[src/rtl/slm_cmd_bridge.sv]
// UART-to-SPI command bridge: parses w/q/r byte frames into SPI register accesses or a
// board reset pulse, and returns responses through a small FIFO drained into uart_tx.
module slm_cmd_bridge #(
  parameter int unsigned RESET_CYCLES   = 10,
  parameter int unsigned TIMEOUT_CYCLES = 5_000_000,
  parameter int unsigned RESP_DEPTH     = 16,
  parameter logic [7:0]  READ_FLAG      = 8'h80
) (
  input  logic       i_clock,
  input  logic       i_reset,
  input  logic       i_rx_dv,
  input  logic [7:0] i_rx_byte,
  output logic       o_tx_dv,
  output logic [7:0] o_tx_byte,
  input  logic       i_tx_active,
  output logic       o_spi_start,
  output logic [7:0] o_spi_upper,
  output logic [7:0] o_spi_lower,
  input  logic       i_spi_busy,
  input  logic       i_spi_done,
  input  logic [7:0] i_spi_rx,
  output logic       o_reset_all,
  output logic       o_overflow,
  output logic       o_rx_dropped
);

  localparam int unsigned AW = $clog2(RESP_DEPTH);
  localparam int unsigned GW = $clog2(TIMEOUT_CYCLES + 1);
  localparam int unsigned RW = $clog2(RESET_CYCLES + 1);

  localparam logic [7:0] CH_W   = 8'h77;
  localparam logic [7:0] CH_Q   = 8'h71;
  localparam logic [7:0] CH_R   = 8'h72;
  localparam logic [7:0] CH_K   = 8'h6B;
  localparam logic [7:0] CH_BAD = 8'h3F;
  localparam logic [7:0] CH_TMO = 8'h21;

  // state      | meaning
  // IDLE       | waiting for an opcode byte
  // GET_ADDR   | w/q received, waiting for address byte
  // GET_DATA   | w + address received, waiting for data byte
  // SPI_ISSUE  | frame complete, waiting for spi idle to start
  // SPI_WAIT   | transfer running, waiting for i_spi_done
  // RESET_HOLD | o_reset_all asserted, counting down
  typedef enum logic [2:0] {
    IDLE, GET_ADDR, GET_DATA, SPI_ISSUE, SPI_WAIT, RESET_HOLD
  } state_t;

  state_t         state_q;
  logic           is_read_q;
  logic [GW-1:0]  gap_q;
  logic [RW-1:0]  rst_cnt_q;
  logic           spi_start_q;
  logic [7:0]     spi_upper_q;
  logic [7:0]     spi_lower_q;
  logic           reset_all_q;
  logic           rx_dropped_q;
  logic           push_q;
  logic [7:0]     push_byte_q;

  always_ff @(posedge i_clock) begin
    if (i_reset) begin
      state_q      <= IDLE;
      is_read_q    <= 1'b0;
      gap_q        <= '0;
      rst_cnt_q    <= '0;
      spi_start_q  <= 1'b0;
      spi_upper_q  <= 8'h00;
      spi_lower_q  <= 8'h00;
      reset_all_q  <= 1'b0;
      rx_dropped_q <= 1'b0;
      push_q       <= 1'b0;
      push_byte_q  <= 8'h00;
    end else begin
      spi_start_q <= 1'b0;
      push_q      <= 1'b0;
      if (i_rx_dv && (state_q inside {SPI_ISSUE, SPI_WAIT, RESET_HOLD}))
        rx_dropped_q <= 1'b1;
      case (state_q)
        IDLE: begin
          if (i_rx_dv) begin
            case (i_rx_byte)
              CH_W, CH_Q: begin
                is_read_q <= (i_rx_byte == CH_Q);
                gap_q     <= GW'(TIMEOUT_CYCLES - 1);
                state_q   <= GET_ADDR;
              end
              CH_R: begin
                reset_all_q <= 1'b1;
                rst_cnt_q   <= RW'(RESET_CYCLES - 1);
                state_q     <= RESET_HOLD;
              end
              default: begin
                push_q      <= 1'b1;
                push_byte_q <= CH_BAD;
              end
            endcase
          end
        end
        GET_ADDR: begin
          if (i_rx_dv) begin
            gap_q <= GW'(TIMEOUT_CYCLES - 1);
            if (is_read_q) begin
              spi_upper_q <= i_rx_byte | READ_FLAG;
              spi_lower_q <= 8'h00;
              state_q     <= SPI_ISSUE;
            end else begin
              spi_upper_q <= i_rx_byte & ~READ_FLAG;
              state_q     <= GET_DATA;
            end
          end else if (gap_q == '0) begin
            push_q      <= 1'b1;
            push_byte_q <= CH_TMO;
            state_q     <= IDLE;
          end else begin
            gap_q <= gap_q - GW'(1);
          end
        end
        GET_DATA: begin
          if (i_rx_dv) begin
            spi_lower_q <= i_rx_byte;
            state_q     <= SPI_ISSUE;
          end else if (gap_q == '0) begin
            push_q      <= 1'b1;
            push_byte_q <= CH_TMO;
            state_q     <= IDLE;
          end else begin
            gap_q <= gap_q - GW'(1);
          end
        end
        SPI_ISSUE: begin
          if (!i_spi_busy) begin
            spi_start_q <= 1'b1;
            state_q     <= SPI_WAIT;
          end
        end
        SPI_WAIT: begin
          if (i_spi_done) begin
            push_q      <= 1'b1;
            push_byte_q <= is_read_q ? i_spi_rx : CH_K;
            state_q     <= IDLE;
          end
        end
        RESET_HOLD: begin
          if (rst_cnt_q == '0) begin
            reset_all_q <= 1'b0;
            push_q      <= 1'b1;
            push_byte_q <= CH_K;
            state_q     <= IDLE;
          end else begin
            rst_cnt_q <= rst_cnt_q - RW'(1);
          end
        end
        default: state_q <= IDLE;
      endcase
    end
  end

  // Response FIFO: extra pointer MSB distinguishes full from empty.
  logic [7:0]  mem_q [RESP_DEPTH];
  logic [AW:0] wr_ptr_q;
  logic [AW:0] rd_ptr_q;
  logic        overflow_q;
  logic        tx_pending_q;
  logic        tx_dv_q;
  logic [7:0]  tx_byte_q;
  logic        fifo_empty;
  logic        fifo_full;
  logic        do_push;
  logic        do_pop;

  assign fifo_empty = (wr_ptr_q == rd_ptr_q);
  assign fifo_full  = (wr_ptr_q[AW] != rd_ptr_q[AW]) &&
                      (wr_ptr_q[AW-1:0] == rd_ptr_q[AW-1:0]);
  assign do_push    = push_q && !fifo_full;
  assign do_pop     = !fifo_empty && !i_tx_active && !tx_pending_q;

  always_ff @(posedge i_clock) begin
    if (do_push)
      mem_q[wr_ptr_q[AW-1:0]] <= push_byte_q;
  end

  always_ff @(posedge i_clock) begin
    if (i_reset) begin
      wr_ptr_q     <= '0;
      rd_ptr_q     <= '0;
      overflow_q   <= 1'b0;
      tx_pending_q <= 1'b0;
      tx_dv_q      <= 1'b0;
      tx_byte_q    <= 8'h00;
    end else begin
      if (do_push)
        wr_ptr_q <= wr_ptr_q + (AW+1)'(1);
      if (push_q && fifo_full)
        overflow_q <= 1'b1;
      tx_dv_q <= do_pop;
      // pending holds off the next strobe until uart_tx has visibly gone busy
      if (do_pop) begin
        tx_byte_q    <= mem_q[rd_ptr_q[AW-1:0]];
        rd_ptr_q     <= rd_ptr_q + (AW+1)'(1);
        tx_pending_q <= 1'b1;
      end else if (i_tx_active) begin
        tx_pending_q <= 1'b0;
      end
    end
  end

  assign o_tx_dv      = tx_dv_q;
  assign o_tx_byte    = tx_byte_q;
  assign o_spi_start  = spi_start_q;
  assign o_spi_upper  = spi_upper_q;
  assign o_spi_lower  = spi_lower_q;
  assign o_reset_all  = reset_all_q;
  assign o_overflow   = overflow_q;
  assign o_rx_dropped = rx_dropped_q;

endmodule

[config.mk]
export PLATFORM = sky130hd
export DESIGN_NAME = slm_cmd_bridge
export DESIGN_NICKNAME = d
export VERILOG_FILES = /design/src/rtl/slm_cmd_bridge.sv
export SDC_FILE = /design/constraint.sdc
export NUM_CORES = 1
export LEC_CHECK = 0
export ABC_AREA = 1
export ABC_CLOCK_PERIOD_IN_PS = 4000
export BUFFER_PORTS_ARGS = -buffer_cell sky130_fd_sc_hd__buf_2
export CORE_AREA = 2 2 138 140
export CTS_CLUSTER_DIAMETER = 50
export CTS_CLUSTER_SIZE = 30
export DETAILED_ROUTE_END_ITERATION = 10
export DIE_AREA = 0 0 140 142
export PLACE_DENSITY = 0.67
export SYNTH_ARGS = -nofsm -noshare
export SYNTH_HDL_FRONTEND = slang
export SYNTH_SLANG_ARGS = --single-unit
[constraint.sdc]
create_clock -name i_clock -period 4 [get_ports i_clock]
set_clock_uncertainty 0.2 [all_clocks]
set_input_delay 0 -clock i_clock [delete_from_list [all_inputs] [get_ports i_clock]]
set_output_delay 0 -clock i_clock [all_outputs]
set_load 0.005 [all_outputs]
==> impl_results.md <==
- Run status: finished, violations left
- Failing checks: DRC
- Clk Latency, worst-skew pair: 0.52 ns
- Synth async-reset ratio: 0
- Post-route setup slack: 0.754 ns
- RSZ-0062 raised after global routing: false
- Slowest cell on the critical path: dlygate4sd3_1
- Power per cell area: 503 nW/um^2
- Vias in the first global route: 6864
- Ys flop type: edfxtp_1
- First DRT Iteration DRCs: 571
- Commonest cells in the synthesized netlist: 193 x nor2_1, 128 x edfxtp_1, 120 x o21ai_0, 118 x nand2_1, 80 x dfxtp_1
- Slew Viols, Final: 0
- Post-route cell area: 10600 sq um
- Switching Share: 0.297
- Area share of and/or/nand/nor cells after synthesis: 0.192
- Largest family of logic cells by synthesized area: simple AND/OR/NAND/NOR gates
- Post-Synth XOR/XNOR Area: 0.00778
- Global route overflow: 0
- Gpl congestion: 0.900
- CP arrival: 3.42 ns
- CTS buffer count: 22
- Routed WL per cell: 17.4 microns
- Setup tns final: 0 ns
- Antenna cell count: 0
- Final min period: 3.25 ns
- Placed Cells: 1212
- Cell variety after synth: 40
- Chip width: 140 microns
- Buf/Inv on CP: 4
- Post-synthesis compound-gate area fraction: 0.133
- Post-Synthesis Cells: 962
- Drt first pass iters: 9
- Post-synth top area cell: edfxtp_1
- Worst VDD drop: 300 uV
- Post-Synth Adder-Cell Area: 0.00972
- Setup Crit Path Kind: flip-flop to flip-flop
- Combinational Power Share: 0.145
- Post-DP HPWL: 14500 microns
- Final #Nets: 1073
- Area of the multi-input gates: 3080 sq um
- Element type at the critical path end: flip-flop
- Largest net degree at the start of global routing: 67
- Setup violators final: 0
- First-pass GRT wire length: 35600 microns
- Seq/Total Area, Yosys: 0.605
- CTS tree: done
- CP Launch Type: flip-flop
- Slew HR: 0.393
- Initial antenna violation count: 0
- Register share of total power: 0.457
- Fmax: 0.308 GHz
- Via/cell ratio: 5.50
- Most numerous cell in the Yosys netlist: nor2_1
- Max_cap viols: 0
- All-layer global routing usage: 0.227
- CP Data Required Time: 4.18 ns
- FILL cells: 1554
- Critical Path Max Stage Delay: 0.59 ns
- I/O Buffers: 50
- Cell Int Power: 3.75 mW
- Delay-heaviest family, CP: buffers and inverters
- Setup WS pre-CTS: 1.22 ns
- Worst-path clk slew: 0.07 ns
- DRC viols: 1
- Synthesized area per cell: 9.36 sq um
- Routed wire length: 22600 microns
- Final Cycle Share: 0.811
- EDFF count, synth: 128
- Routed via count: 7120
- Ports: 51
- Resized cells post-CTS: 0
- H-tree Lvls: 1
- Hold WC Path Type: input port to flip-flop
- YS warnings: 0
- Die Height: 142 microns
- Storage cell area: 5450 sq um
- Yosys reg bits: 208
- Synth area leaders: edfxtp_1 43%, dfxtp_1 18%, nor2_1 8.0%, o21ai_0 6.7%, nand2_1 4.9%
- Clock sinks: 208
- Layout cells sized above 1: 0.118
- Post-DP Area: 9400 sq um
- Slew @ Worst Pin: 0.910 ns
- Starting Density: 0.488
- Core Util, Final: 0.574
- Antenna-violating nets left: 0
- Num rows: 50
- Clock Power Share: 0.398
- Hold Vio Cnt, Final: 0
- Core footprint: 18500 sq um
- Synth top area share: 0.427
- Fin cells: 1294
- Die Area: 19900 sq um
- Leak pwr: 4.24 nW
- Mapped cell area: 9010 sq um
- Clock Tree Root: clkbuf_16
- R2r setup slk: 0.75 ns
- Psw: 1.58 mW
- CP max FO: 10
- WHS: 0.128 ns
- Multiplexer share of the synthesized area: 0
- Total power: 5.33 mW
- Worst path cell trace: inv_1 -> ha_1 -> nand2_1 -> nor2_1 -> nand3_4 -> inv_2 -> nand3_1 -> nand2_2 -> nand2_1 -> dlygate4sd3_1 -> o21ai_0 -> dlygate4sd3_1 -> nor2_1
- Max Buffers Root-to-Sink: 3
- Area grow syn2layout: 17.6%
- Synth Net Count: 991
==> cell type report <==
class | count | area share
clock buffers | 24 | 0.0567
clock inverters | 16 | 0.0169
inverters | 77 | 0.0273
multi-input cells | 638 | 0.291
flip-flops and latches | 208 | 0.514
well taps | 234 | 0.0276
repair buffers | 97 | 0.0668
==> what timing repair did <==
item                                   4_1_cts  5_1_grt
endpoints found under the hold margin       51        0
hold buffers                                42        0
setup buffers                                0        0
==> state kept, by name, indices dropped and copies added (netlist names), 5 cells and up <==
signal	cells
o_spi_lower	8
rd_ptr_q	5
push_byte_q	8
o_tx_byte	8
gap_q	23
o_spi_upper	8
wr_ptr_q	5
mem_q	128
==> worst register-to-register path, delay by kind of cell, from the launching register on <==
kind / cells / cell delay [ns]
buffers and inverters: 4 / 1.36
AND/OR/NAND/NOR: 7 / 0.96
flip-flops: 1 / 0.32
adder cells (fa/ha/maj): 1 / 0.19
AO/OA/AOI/OAI: 1 / 0.08
==> final timing paths <==
path / startpoint / endpoint / depth (start not counted)
worst max-delay path: gap_q[0] / push_byte_q[7] / 13
worst min register to register: o_overflow / o_overflow / 2
worst min-delay path: i_rx_byte[6] / o_spi_upper[6] / 4
worst max register to register: gap_q[0] / push_byte_q[7] / 13
==> per-layer routing <==
layer	up-vias	wire length [microns]	global-route usage
met5	-	0	0
met4	0	426	0.0643
met3	32	1660	0.0373
met2	277	10800	0.383
met1	3335	9650	0.308
li1	3476	-	-
==> power by group through the flow <==
stage	Sequential, mW	Clock (mW)	Combinational [mW]
after floorplan	2.43	0	0.532
after global routing	2.45	2.22	0.864
after global placement	2.48	0	0.723
after detailed placement	2.48	0	0.726
after CTS	2.44	2.14	0.759
final	2.44	2.12	0.771
==> layout by cell type (no fill, tap or decap), types with 3 or more instances in the layout <==
cell / count
nor2_1: 193
edfxtp_1: 128
o21ai_0: 120
nand2_1: 118
dfxtp_1: 79
inv_1: 68
a21oi_1: 55
buf_2: 50
nand3_1: 44
dlygate4sd3_1: 42
clkbuf_16: 24
o22ai_1: 20
nor3_1: 12
o221ai_1: 12
nand4_1: 10
inv_2: 8
ha_1: 7
xor2_1: 6
nand2_2: 6
buf_4: 5
nor2_4: 4
o211ai_1: 4
clkinv_8: 4
inv_6: 4
nor2_2: 3
nor4_1: 3
o31ai_1: 3
inv_8: 3
==> kinds of logic (layout without fill, tap and decap cells) <==
kind of cell,count (synthesis),in the layout
buffers and inverters,116,214
AND/OR/NAND/NOR,403,403
XOR/XNOR,8,8
adder cells (fa/ha/maj),7,7
AO/OA/AOI/OAI,220,220
flip-flops,208,208
No activity file was read; power rests on OpenSTA's default activity.
